`src/rtl/dev_arbiter.sv`:
```
// Two-master arbiter sharing one RAM/VGA device bus with round-robin grant and strobe/ack handshake.
// Optional abort timer compiled in with `define ARB_TIMEOUT_EN (default build waits for ack indefinitely).
//
// state    | meaning
// IDLE     | no owner; pick an eligible requester, latch its command
// ISSUE    | wait for target ack low, then raise the single strobe
// WAIT_ACK | strobe held until target ack (or timeout abort)
// RESP     | owner's done pulse, err/rdata valid alongside
module dev_arbiter #(
    parameter int unsigned TIMEOUT_CYCLES = 1024,
    parameter int unsigned RD_BIT         = 0,
    parameter int unsigned WR_BIT         = 1,
    parameter int unsigned ACK_BIT        = 0
) (
    input  logic        clk,
    input  logic        rst,
    input  logic        m0_req,
    input  logic        m0_we,
    input  logic        m0_dev,
    input  logic [31:0] m0_addr,
    input  logic [31:0] m0_wdata,
    output logic        m0_done,
    output logic        m0_err,
    output logic [31:0] m0_rdata,
    input  logic        m1_req,
    input  logic        m1_we,
    input  logic        m1_dev,
    input  logic [31:0] m1_addr,
    input  logic [31:0] m1_wdata,
    output logic        m1_done,
    output logic        m1_err,
    output logic [31:0] m1_rdata,
    input  logic [31:0] ram_stat,
    output logic [31:0] ram_ctrl,
    input  logic [31:0] vga_stat,
    output logic [31:0] vga_ctrl,
    output logic [31:0] addr,
    input  logic [31:0] data_in,
    output logic [31:0] data_out,
    output logic        busy,
    output logic        owner
);

    typedef enum logic [1:0] {IDLE, ISSUE, WAIT_ACK, RESP} state_t;

    localparam logic [31:0] RD_MASK = 32'd1 << RD_BIT;
    localparam logic [31:0] WR_MASK = 32'd1 << WR_BIT;

    state_t      state;
    logic        lat_we;
    logic        lat_dev;
    logic [31:0] lat_addr;
    logic [31:0] lat_wdata;
    logic        rr_m1_next;
    logic        m0_done_q;
    logic        m1_done_q;

    logic        m0_elig;
    logic        m1_elig;
    logic        grant_m1;
    logic        sel_we;
    logic        sel_dev;
    logic [31:0] sel_addr;
    logic [31:0] sel_wdata;
    logic        tgt_ack;
    logic        tmo_hit;
    logic        finish;
    logic        fin_err;
    logic        fin_capture;
    logic        unused_bits;

    assign unused_bits = ^{ram_stat, vga_stat, TIMEOUT_CYCLES};

    always_comb begin
        // a master that just saw done sits out one IDLE cycle so it can drop req
        m0_elig     = m0_req & ~m0_done_q;
        m1_elig     = m1_req & ~m1_done_q;
        grant_m1    = m1_elig & (~m0_elig | rr_m1_next);
        sel_we      = grant_m1 ? m1_we    : m0_we;
        sel_dev     = grant_m1 ? m1_dev   : m0_dev;
        sel_addr    = grant_m1 ? m1_addr  : m0_addr;
        sel_wdata   = grant_m1 ? m1_wdata : m0_wdata;
        tgt_ack     = lat_dev ? vga_stat[ACK_BIT] : ram_stat[ACK_BIT];
        finish      = ((state == ISSUE) && tmo_hit) ||
                      ((state == WAIT_ACK) && (tgt_ack || tmo_hit));
        fin_err     = !((state == WAIT_ACK) && tgt_ack);
        fin_capture = (state == WAIT_ACK) && tgt_ack && !lat_dev && !lat_we;
    end

`ifdef ARB_TIMEOUT_EN
    logic [31:0] tmo_cnt;

    assign tmo_hit = ((state == ISSUE) || (state == WAIT_ACK)) &&
                     (tmo_cnt == TIMEOUT_CYCLES - 1);

    always_ff @(posedge clk or posedge rst) begin
        if (rst) begin
            tmo_cnt <= '0;
        end else if ((state == ISSUE) || (state == WAIT_ACK)) begin
            tmo_cnt <= tmo_cnt + 32'd1;
        end else begin
            tmo_cnt <= '0;
        end
    end
`else
    assign tmo_hit = 1'b0;
`endif

    always_ff @(posedge clk or posedge rst) begin
        if (rst) begin
            state      <= IDLE;
            lat_we     <= 1'b0;
            lat_dev    <= 1'b0;
            lat_addr   <= '0;
            lat_wdata  <= '0;
            rr_m1_next <= 1'b0;
            m0_done_q  <= 1'b0;
            m1_done_q  <= 1'b0;
            m0_done    <= 1'b0;
            m0_err     <= 1'b0;
            m0_rdata   <= '0;
            m1_done    <= 1'b0;
            m1_err     <= 1'b0;
            m1_rdata   <= '0;
            ram_ctrl   <= '0;
            vga_ctrl   <= '0;
            addr       <= '0;
            data_out   <= '0;
            busy       <= 1'b0;
            owner      <= 1'b0;
        end else begin
            m0_done_q <= m0_done;
            m1_done_q <= m1_done;
            case (state)
                IDLE: begin
                    if (m0_elig || m1_elig) begin
                        owner      <= grant_m1;
                        rr_m1_next <= ~grant_m1;
                        lat_we     <= sel_we;
                        lat_dev    <= sel_dev;
                        lat_addr   <= sel_addr;
                        lat_wdata  <= sel_wdata;
                        busy       <= 1'b1;
                        // VGA has no read path: answer immediately with an error
                        if (sel_dev && !sel_we) begin
                            state <= RESP;
                            if (grant_m1) begin
                                m1_done <= 1'b1;
                                m1_err  <= 1'b1;
                            end else begin
                                m0_done <= 1'b1;
                                m0_err  <= 1'b1;
                            end
                        end else begin
                            state <= ISSUE;
                        end
                    end
                end
                ISSUE, WAIT_ACK: begin
                    if (finish) begin
                        ram_ctrl <= '0;
                        vga_ctrl <= '0;
                        addr     <= '0;
                        data_out <= '0;
                        state    <= RESP;
                        if (owner) begin
                            m1_done <= 1'b1;
                            m1_err  <= fin_err;
                            if (fin_capture) m1_rdata <= data_in;
                        end else begin
                            m0_done <= 1'b1;
                            m0_err  <= fin_err;
                            if (fin_capture) m0_rdata <= data_in;
                        end
                    end else if ((state == ISSUE) && !tgt_ack) begin
                        if (lat_dev) vga_ctrl <= WR_MASK;
                        else         ram_ctrl <= lat_we ? WR_MASK : RD_MASK;
                        addr     <= lat_addr;
                        data_out <= lat_we ? lat_wdata : '0;
                        state    <= WAIT_ACK;
                    end
                end
                RESP: begin
                    m0_done <= 1'b0;
                    m1_done <= 1'b0;
                    busy    <= 1'b0;
                    state   <= IDLE;
                end
                default: state <= IDLE;
            endcase
        end
    end

endmodule

```
`config.mk`:
```
export PLATFORM = sky130hd
export DESIGN_NAME = dev_arbiter
export DESIGN_NICKNAME = d
export VERILOG_FILES = /design/src/rtl/dev_arbiter.sv
export SDC_FILE = /design/constraint.sdc
export NUM_CORES = 1
export LEC_CHECK = 0
export ABC_AREA = 1
export ABC_CLOCK_PERIOD_IN_PS = 20000
export CORE_AREA = 10 10 160 162
export DETAILED_ROUTE_END_ITERATION = 10
export DIE_AREA = 0 0 170 172
export DONT_BUFFER_PORTS = 1
export PLACE_DENSITY_LB_ADDON = 0.12
export SYNTH_ARGS = -nofsm -noshare
export SYNTH_HDL_FRONTEND = slang
export SYNTH_SLANG_ARGS = --single-unit
```
`constraint.sdc`:
```
create_clock -name clk -period 20 [get_ports clk]
set_input_delay 4 -clock clk [delete_from_list [all_inputs] [get_ports clk]]
set_output_delay 4 -clock clk [all_outputs]
set_load 0.05 [all_outputs]
```
==> impl_metrics.toml, run 1 <==
[sta]
finalSetupViolCount = 0
min_period_over_period_pct = 28.9
timing_hold_violations_final = 0
fin_crit_ps = 5780
grt_setup_unrepaired = "no"
setup_tns_ps = 0
finalMaxSlewViolations = 0
clock_skew_ps = 10.7
fmax_mhz = 173
maxSlewHeadroom_pct = 28.8
worst_slew_pin_slew_ps = 1070

[global_routing]
grt-ovfl-total = 0
grt.met1_usage_pct = 21.7
grt_max_degree = 138
antenna_found_initial = 0
grt_use_total_pct = 17.7
grt_pass1_vias = 6712
use_met3_pct = 9.12
grt_pass1_wl_um = 41100
gr-usage-met2_pct = 27.0
busiest_layer = "met2"

[power_and_ir_drop]
ir_drop_v = 0.0000767
powerDensity_nw_per_um2 = 207
p_total_mw = 2.06
power_frac_comb_pct = 24.2
power_leakage_nw = 4.80
sequentialPowerShare_pct = 54.2
intPower_mw = 1.03
power.switching_mw = 1.03
netSwitchingFraction_pct = 50.0
clkPwrFrac_pct = 21.6

[clock_tree]
path_clk_slew_ps = 60
cts_buffers = 24
clk_path_buf_depth = 3
cts_hold_buf = 0
cts_tree = "built"
post_cts_resized = 0
clockRootBuffer = "clkbuf_16"
clock_latency_ps = 510
htreeDepth = 1
cts_sinks = 208
cts_setup_buffers = 0

[logic_synthesis]
synth-seq-cells = 208
synthDistinctLibCells = 24
netlist.area_leader.share_pct = 56.0
netlist_instances = 1020
synth.top_cells.by_area = "dfrtp_1 (56%), nand2_1 (9.0%), nand3_1 (7.5%), buf_4 (5.4%), o211ai_1 (5.2%)"
yosysTopAreaCell = "dfrtp_1"
synth_area_sq_um = 9290
synth_warnings = 0
synth-seq-area-share_pct = 56.0
syn_avg_cell_area_sq_um = 9.11

[worst_hold_path]
min_path_type = "reg2reg"
min_path_cells = 2

[die]
fp.dieH_um = 172
dieArea_sq_um = 29200
io_pins = 430
start_util_pct = 41.5
die_w_um = 170
rows = 55
core-area_sq_um = 22400

[worst_setup_path]
required_ps = 20440
cp_data_arrival_time_ps = 6210
crit_type = "in2reg"
crit_fanout = 66
cp_slowest_cell = "nor2_4"
ff2ff_path_depth = 8
cp-end-kind = "flop"
path_cells = "nand2_1 -> nand2_1 -> nand2_2 -> nor2_4 -> nand3_4 -> nor2_4 -> nand2_1 -> nand2_1"
crit_path_start_kind = "input port"
critPathMaxStageDelay_ps = 930
crit_top_cell = "nand2_1"

[route]
ant_nets = 0
drc_errors = 0
vias_per_cell = 5.16
via_count = 6646
drt_pass1_iterations = 4
wl_per_cell_um = 21.1
wl_um = 27100
dr.first_iter.drc_count = 513

[final_layout]
finish.net_count = 1221
finish.instance_area_sq_um = 9960
drive_gt1_share_pct = 6.29
layout_common_cells = "nand2_1 (222), dfrtp_1 (207), nand3_1 (139)"
layout_commonest_cell = "nand2_1"
fin_util_pct = 44.5
diodes = 0
syn2layout_area_growth_pct = 7.22

[place]
numPortBuffers = 0
place_congestion = 0.764
post-dp-hpwl_um = 18400
post_dp_cell_area_sq_um = 9150

[run]
max_cap_violations = 0

[outcome]
status = "complete, no violations"
==> Yosys cell counts (all sizes together) <==
master / count
dfrtp: 208
buf: 104
nor2: 13
ha: 5
inv: 86
clkbuf: 26
a21boi: 1
a2bb2oi: 1
o211ai: 64
conb: 1
nand2: 225
a21oi: 2
o21ai: 138
nand4: 5
nand3: 141
==> worst paths after layout <==
| path | start | endpoint | slack (ps) |
|---|---|---|---|
| max in group asynchronous | rst | addr[12] | 14910 |
| worst max-delay path | vga_stat[0] | m1_rdata[2] | 14220 |
| worst min register to register | rr_m1_next | rr_m1_next | 490 |
| worst min-delay path | rr_m1_next | rr_m1_next | 490 |
| min in group asynchronous | rst | addr[5] | 3540 |
| worst max register to register | state[1] | m1_rdata[2] | 16880 |
==> state kept, by name, summed over array words and instances (netlist names), 2 cells and up <==
register and flops:
m1_rdata 32, ram_ctrl 2, data_out 32, lat_addr 32, addr 32, m0_rdata 32, lat_wdata 32, state 2
==> critical path, delay by kind of cell <==
family / cells / cell delay, ps
and+or+nand+nor: 8 / 2170
==> logic make-up (layout without fill, tap and decap cells) <==
| logic type | after synthesis | count (layout) | share of synthesized area, % |
|---|---|---|---|
| other cells | 1 | 61 | 0.0404 |
| simple gates | 384 | 384 | 18.0 |
| compound gates | 206 | 206 | 13.0 |
| fa+ha+maj | 5 | 5 | 0.673 |
| flops | 208 | 208 | 56.0 |
| buf+inv | 216 | 138 | 12.3 |
==> area by class of cell <==
class                           instances  area, sq um
Clock inverter                          8         92.6
Multi-Input combinational cell        656         3200
Timing Repair Buffer                    8         60.1
Sequential cell                       208         5210
Inverter                               86          330
Fill cell                            2187        12400
Tap cell                              285          357
Clock buffer                           36          717
==> power by group through the flow <==
stage                     Clock (mW)  Combinational (mW)  Sequential (mW)
after floorplan                    0               0.418             1.08
after global placement             0               0.494             1.13
after detailed placement           0               0.506             1.13
after CTS                      0.457               0.509             1.12
after global routing           0.475               0.584             1.14
final                          0.445               0.500             1.12
==> stage by stage <==
step | cells | hold slack, ps | setup WS (ps)
after detailed placement | 1243 | 489 | 13690
after floorplan | 1080 | 466 | 10320
after global placement | 1243 | 479 | 13630
final | 1287 | 493 | 14220
after CTS | 1287 | 502 | 14200
after global routing | 1287 | 553 | 13990
==> layer usage <==
metal  vias to the layer above  part of all wire (%)
met3                        35                    14
met2                       265                    45
met1                      3163                    39
met4                         0                   1.9
li1                       3183                     -
met5                         -                     0
No activity file was read; power rests on OpenSTA's default activity.
==> run 2: changes to the inputs <==
--- a/config.mk
+++ b/config.mk
@@ -6,7 +6,7 @@
 export NUM_CORES = 1
 export LEC_CHECK = 0
 export ABC_AREA = 1
-export ABC_CLOCK_PERIOD_IN_PS = 20000
+export ABC_CLOCK_PERIOD_IN_PS = 5600
 export CORE_AREA = 10 10 160 162
 export DETAILED_ROUTE_END_ITERATION = 10
 export DIE_AREA = 0 0 170 172
==> constraint.sdc (replaced) <==
create_clock -name clk -period 5.6 [get_ports clk]
set_input_delay 1.12 -clock clk [delete_from_list [all_inputs] [get_ports clk]]
set_output_delay 1.12 -clock clk [all_outputs]
set_load 0.05 [all_outputs]
==> run 2 against run 1 <==
Non-clock buffer count stayed put. Critical path depth stayed put. Sequential power grew to 3.6 times the previous value. Clock-buffer cell count stayed put. Total power grew to 3.5 times the previous value. Setup slack worse by 12000 ps. Utilization is 0.35 points lower. Via count is 1.3% lower. Combinational power grew to 3.6 times the previous value. Die area stayed put. Sequential share of layout area is 0.41 points higher. Sequential cell count stayed put. Critical path type is now reg2reg.
==> impl_metrics.toml, run 2 (same netlist as run 1, synthesis figures left out) <==
[clock_tree]
cts_setup_buffers = 0
clock_latency_ps = 510
clockRootBuffer = "clkbuf_16"
path_clk_slew_ps = 60
post_cts_resized = 0
cts_sinks = 208
cts_hold_buf = 0
cts_tree = "built"
clk_path_buf_depth = 3
htreeDepth = 1
cts_buffers = 24

[worst_hold_path]
min_path_type = "reg2reg"

[place]
post_dp_cell_area_sq_um = 9170
place_ws_ps = 2150
post-dp-hpwl_um = 18200
numPortBuffers = 0
place_congestion = 0.821

[worst_setup_path]
r2r-start = "state[0]"
timing.rr.end = "m0_rdata[12]"
crit_path_start_kind = "flop"
crit_type = "reg2reg"
critPathMaxStageDelay_ps = 970
setup.worst_path.start = "state[0]"
crit_end = "m0_rdata[12]"
crit_fanout = 66
cp_data_arrival_time_ps = 3600
cp_slowest_cell = "nor2_4"
reg2reg_slack_ps = 2440
cp-end-kind = "flop"
ff2ff_path_depth = 8
required_ps = 6040
path_cells = "inv_1 -> ha_1 -> inv_1 -> nor2_4 -> nand3_4 -> nor2_4 -> nand2_1 -> nand2_1"

[die]
die_w_um = 170
core-area_sq_um = 22400
rows = 55
io_pins = 430
dieArea_sq_um = 29200
fp.dieH_um = 172
start_util_pct = 41.5

[sta]
maxSlewHeadroom_pct = 25.7
grt_setup_unrepaired = "no"
min_period_over_period_pct = 56.4
fmax_mhz = 317
worst_slew_pin_slew_ps = 1110
finalMaxSlewViolations = 0
fin_crit_ps = 3160
setup_slack_ps = 2440
timing_hold_violations_final = 0
clock_skew_ps = 6.52
finalSetupViolCount = 0
hold_ws_ps = 510
setup_tns_ps = 0

[power_and_ir_drop]
p_total_mw = 7.19
ir_drop_v = 0.000261
powerDensity_nw_per_um2 = 727
power_leakage_nw = 4.75

[final_layout]
diodes = 0
layout_commonest_cell = "nand2_1"
syn2layout_area_growth_pct = 6.38
finish.net_count = 1221
finish.instance_area_sq_um = 9880
drive_gt1_share_pct = 5.52
layout_common_cells = "nand2_1 (222), dfrtp_1 (207), nand3_1 (139)"

[route]
wl_per_cell_um = 20.8
drc_errors = 0
drt_pass1_iterations = 6
dr.first_iter.drc_count = 445
ant_nets = 0
vias_per_cell = 5.12
via_count = 6559
wl_um = 26600

[global_routing]
grt_pass1_vias = 6638
grt_use_total_pct = 17.2
antenna_found_initial = 0
grt-ovfl-total = 0
grt_pass1_wl_um = 39700
grt_max_degree = 112

[run]
max_cap_violations = 0

[outcome]
status = "complete, no violations"
[run 2: critical path, delay by kind of cell (launching register included)]
| kind | cells | cell delay (ps) |
|---|---|---|
| flip-flops | 1 | 390 |
| buffers and inverters | 2 | 240 |
| AND/OR/NAND/NOR | 5 | 2010 |
| adder cells (fa/ha/maj) | 1 | 440 |
[run 2: metal layers]
metal | vias up | share of wire, % | wire length, um | global-route usage, %
met4 | 0 | 1.4 | 376 | 3.59
met1 | 3113 | 38 | 10300 | 20.1
met2 | 245 | 46 | 12300 | 27.1
li1 | 3175 | - | - | -
met5 | - | 0 | 0 | 0
met3 | 26 | 14 | 3670 | 9.51
[run 2: how the worst min path moves through the flow]
stage / start / end / slack [ps] / cells past startpoint
finish: rr_m1_next / rr_m1_next / 510 / 2
global route: lat_wdata[5] / data_out[5] / 550 / 2
CTS: rr_m1_next / rr_m1_next / 510 / 2
detailed placement: rr_m1_next / rr_m1_next / 490 / 2
global placement: rr_m1_next / rr_m1_next / 480 / 2
floorplan: rr_m1_next / rr_m1_next / 470 / 2
[run 2: cell type report]
class / count / area, sq um
Clock inverter: 2 / 13.8
Fill cell: 2200 / 12500
Clock buffer: 36 / 697
Timing Repair Buffer: 8 / 85.1
Sequential cell: 208 / 5210
Inverter: 86 / 327
Tap cell: 285 / 357
Multi-Input combinational cell: 656 / 3200
[run 2: per-stage QoR]
stage | utilization [%] | std cells
after floorplan | - | 1080
after global placement | 41.0 | 1243
after detailed placement | 41.0 | 1243
after CTS | 44.2 | 1281
after global routing | 44.2 | 1281
final | 44.2 | 1281
[run 2: where the power goes]
part / switching [mW] / internal (mW)
clock network: 0.576 / 0.848
registers: 1.83 / 2.15
logic: 1.22 / 0.562
==> run 3: changes to the inputs <==
--- a/config.mk
+++ b/config.mk
@@ -6,7 +6,7 @@
 export NUM_CORES = 1
 export LEC_CHECK = 0
 export ABC_AREA = 1
-export ABC_CLOCK_PERIOD_IN_PS = 5600
+export ABC_CLOCK_PERIOD_IN_PS = 2900
 export CORE_AREA = 10 10 160 162
 export DETAILED_ROUTE_END_ITERATION = 10
 export DIE_AREA = 0 0 170 172
==> constraint.sdc (replaced) <==
create_clock -name clk -period 2.9 [get_ports clk]
set_input_delay 0.58 -clock clk [delete_from_list [all_inputs] [get_ports clk]]
set_output_delay 0.58 -clock clk [all_outputs]
set_load 0.05 [all_outputs]
==> run 3 against run 2 <==
Sequential share of layout area decreased by 0.87 points. Largest cell class unchanged. Clock skew increased by 5.1 ps. Via count increased by 1.5%. Clock-buffer cell count decreased by 2. Critical endpoint is now m0_rdata[1]. Maximum frequency increased by 42%.
==> impl_metrics.toml, run 3 (same netlist as run 1, synthesis figures left out) <==
[outcome]
status = "complete, no violations"

[route]
ant_nets = 0
drc_errors = 0
dr.first_iter.drc_count = 510
wl_per_cell_um = 20.7
wl_um = 26800
drt_pass1_iterations = 5
via_count = 6658
vias_per_cell = 5.15

[die]
fp.dieH_um = 172
dieArea_sq_um = 29200
io_pins = 430
core-area_sq_um = 22400
rows = 55
die_w_um = 170
start_util_pct = 41.5

[global_routing]
grt_pass1_vias = 6740
grt_max_degree = 110
antenna_found_initial = 0
grt-ovfl-total = 0
grt_pass1_wl_um = 40000
grt_use_total_pct = 17.3

[clock_tree]
post_cts_resized = 0
path_clk_slew_ps = 60
cts_sinks = 208
cts_setup_buffers = 0
cts_hold_buf = 0
cts_buffers = 24
htreeDepth = 1
cts_tree = "built"
clock_latency_ps = 510
clockRootBuffer = "clkbuf_16"
clk_path_buf_depth = 3

[sta]
fmax_mhz = 450
setup_slack_ps = 678
worst_slew_pin_slew_ps = 748
maxSlewHeadroom_pct = 50.2
min_period_over_period_pct = 76.6
clock_skew_ps = 11.6
setup_tns_ps = 0
finalMaxSlewViolations = 0
finalSetupViolCount = 0
fin_crit_ps = 2220
timing_hold_violations_final = 0
grt_setup_unrepaired = "no"

[final_layout]
syn2layout_area_growth_pct = 8.16
drive_gt1_share_pct = 6.95
layout_commonest_cell = "nand2_1"
layout_common_cells = "nand2_1 (222), dfrtp_1 (207), nand3_1 (139)"
fin_cells = 1292
fin_util_pct = 44.9
diodes = 0
finish.net_count = 1229

[worst_setup_path]
required_ps = 3340
crit_fanout = 20
timing.rr.end = "m0_rdata[1]"
cp_data_arrival_time_ps = 2670
setup.worst_path.start = "state[1]"
crit_type = "reg2reg"
crit_path_start_kind = "flop"
r2r-start = "state[1]"
reg2reg_slack_ps = 680
ff2ff_path_depth = 9
cp-end-kind = "flop"
crit_end = "m0_rdata[1]"

[place]
place_ws_ps = 658
dp.cells = 1251
post-dp-hpwl_um = 18500
numPortBuffers = 0
place_congestion = 0.783

[worst_hold_path]
min_path_type = "in2async"

[power_and_ir_drop]
powerDensity_nw_per_um2 = 1410
ir_drop_v = 0.000556
power_leakage_nw = 4.84
p_total_mw = 14.1

[run]
max_cap_violations = 0
-- run 3: worst max-delay path: stages (launching register included) --
cell     delay, ps
dfrtp_1        410
inv_1          100
ha_1           420
inv_1          140
nor2_4         150
nand3_4        110
nor2_4         440
buf_4          270
nand2_1         60
nand2_1         60
-- run 3: how the worst min path moves through the flow --
stage	startpoint	to	slack, ps	cells after the start
2_1_floorplan	rr_m1_next	rr_m1_next	470	2
3_3_place_gp	rr_m1_next	rr_m1_next	480	2
3_5_place_dp	rr_m1_next	rr_m1_next	490	2
4_1_cts	rst	data_out[19]	140	2
5_1_grt	rst	lat_wdata[21]	160	2
6_report	rst	lat_wdata[22]	110	2
-- run 3: per-layer routing --
layer / vias up / global-route usage, % / wire length [um]
met3: 36 / 8.32 / 3310
met4: 0 / 4.73 / 656
met5: - / 0 / 0
met2: 248 / 27.4 / 12500
met1: 3173 / 20.4 / 10400
li1: 3201 / - / -
-- run 3: power breakdown --
part | total (mW) | internal (mW) | switching [mW] | leakage [nW]
Clock | 2.94 | 1.76 | 1.18 | 0.383
Combinational | 3.51 | 1.13 | 2.37 | 1.78
Sequential | 7.70 | 4.15 | 3.55 | 2.67
-- run 3: layout make-up --
cell class | instances | area [sq um]
repair buffers | 16 | 183
flip-flops and latches | 208 | 5210
clock inverters | 7 | 80.1
multi-input cells | 656 | 3200
well taps | 285 | 357
fillers | 2234 | 12300
inverters | 86 | 327
clock buffers | 34 | 698
-- run 3: stage by stage --
stage | instance area, sq um | hold WS [ps]
final | 10000 | 107
after global routing | 10000 | 156
after CTS | 10000 | 140
after detailed placement | 9270 | 486
after global placement | 9270 | 480
after floorplan | 9520 | 466
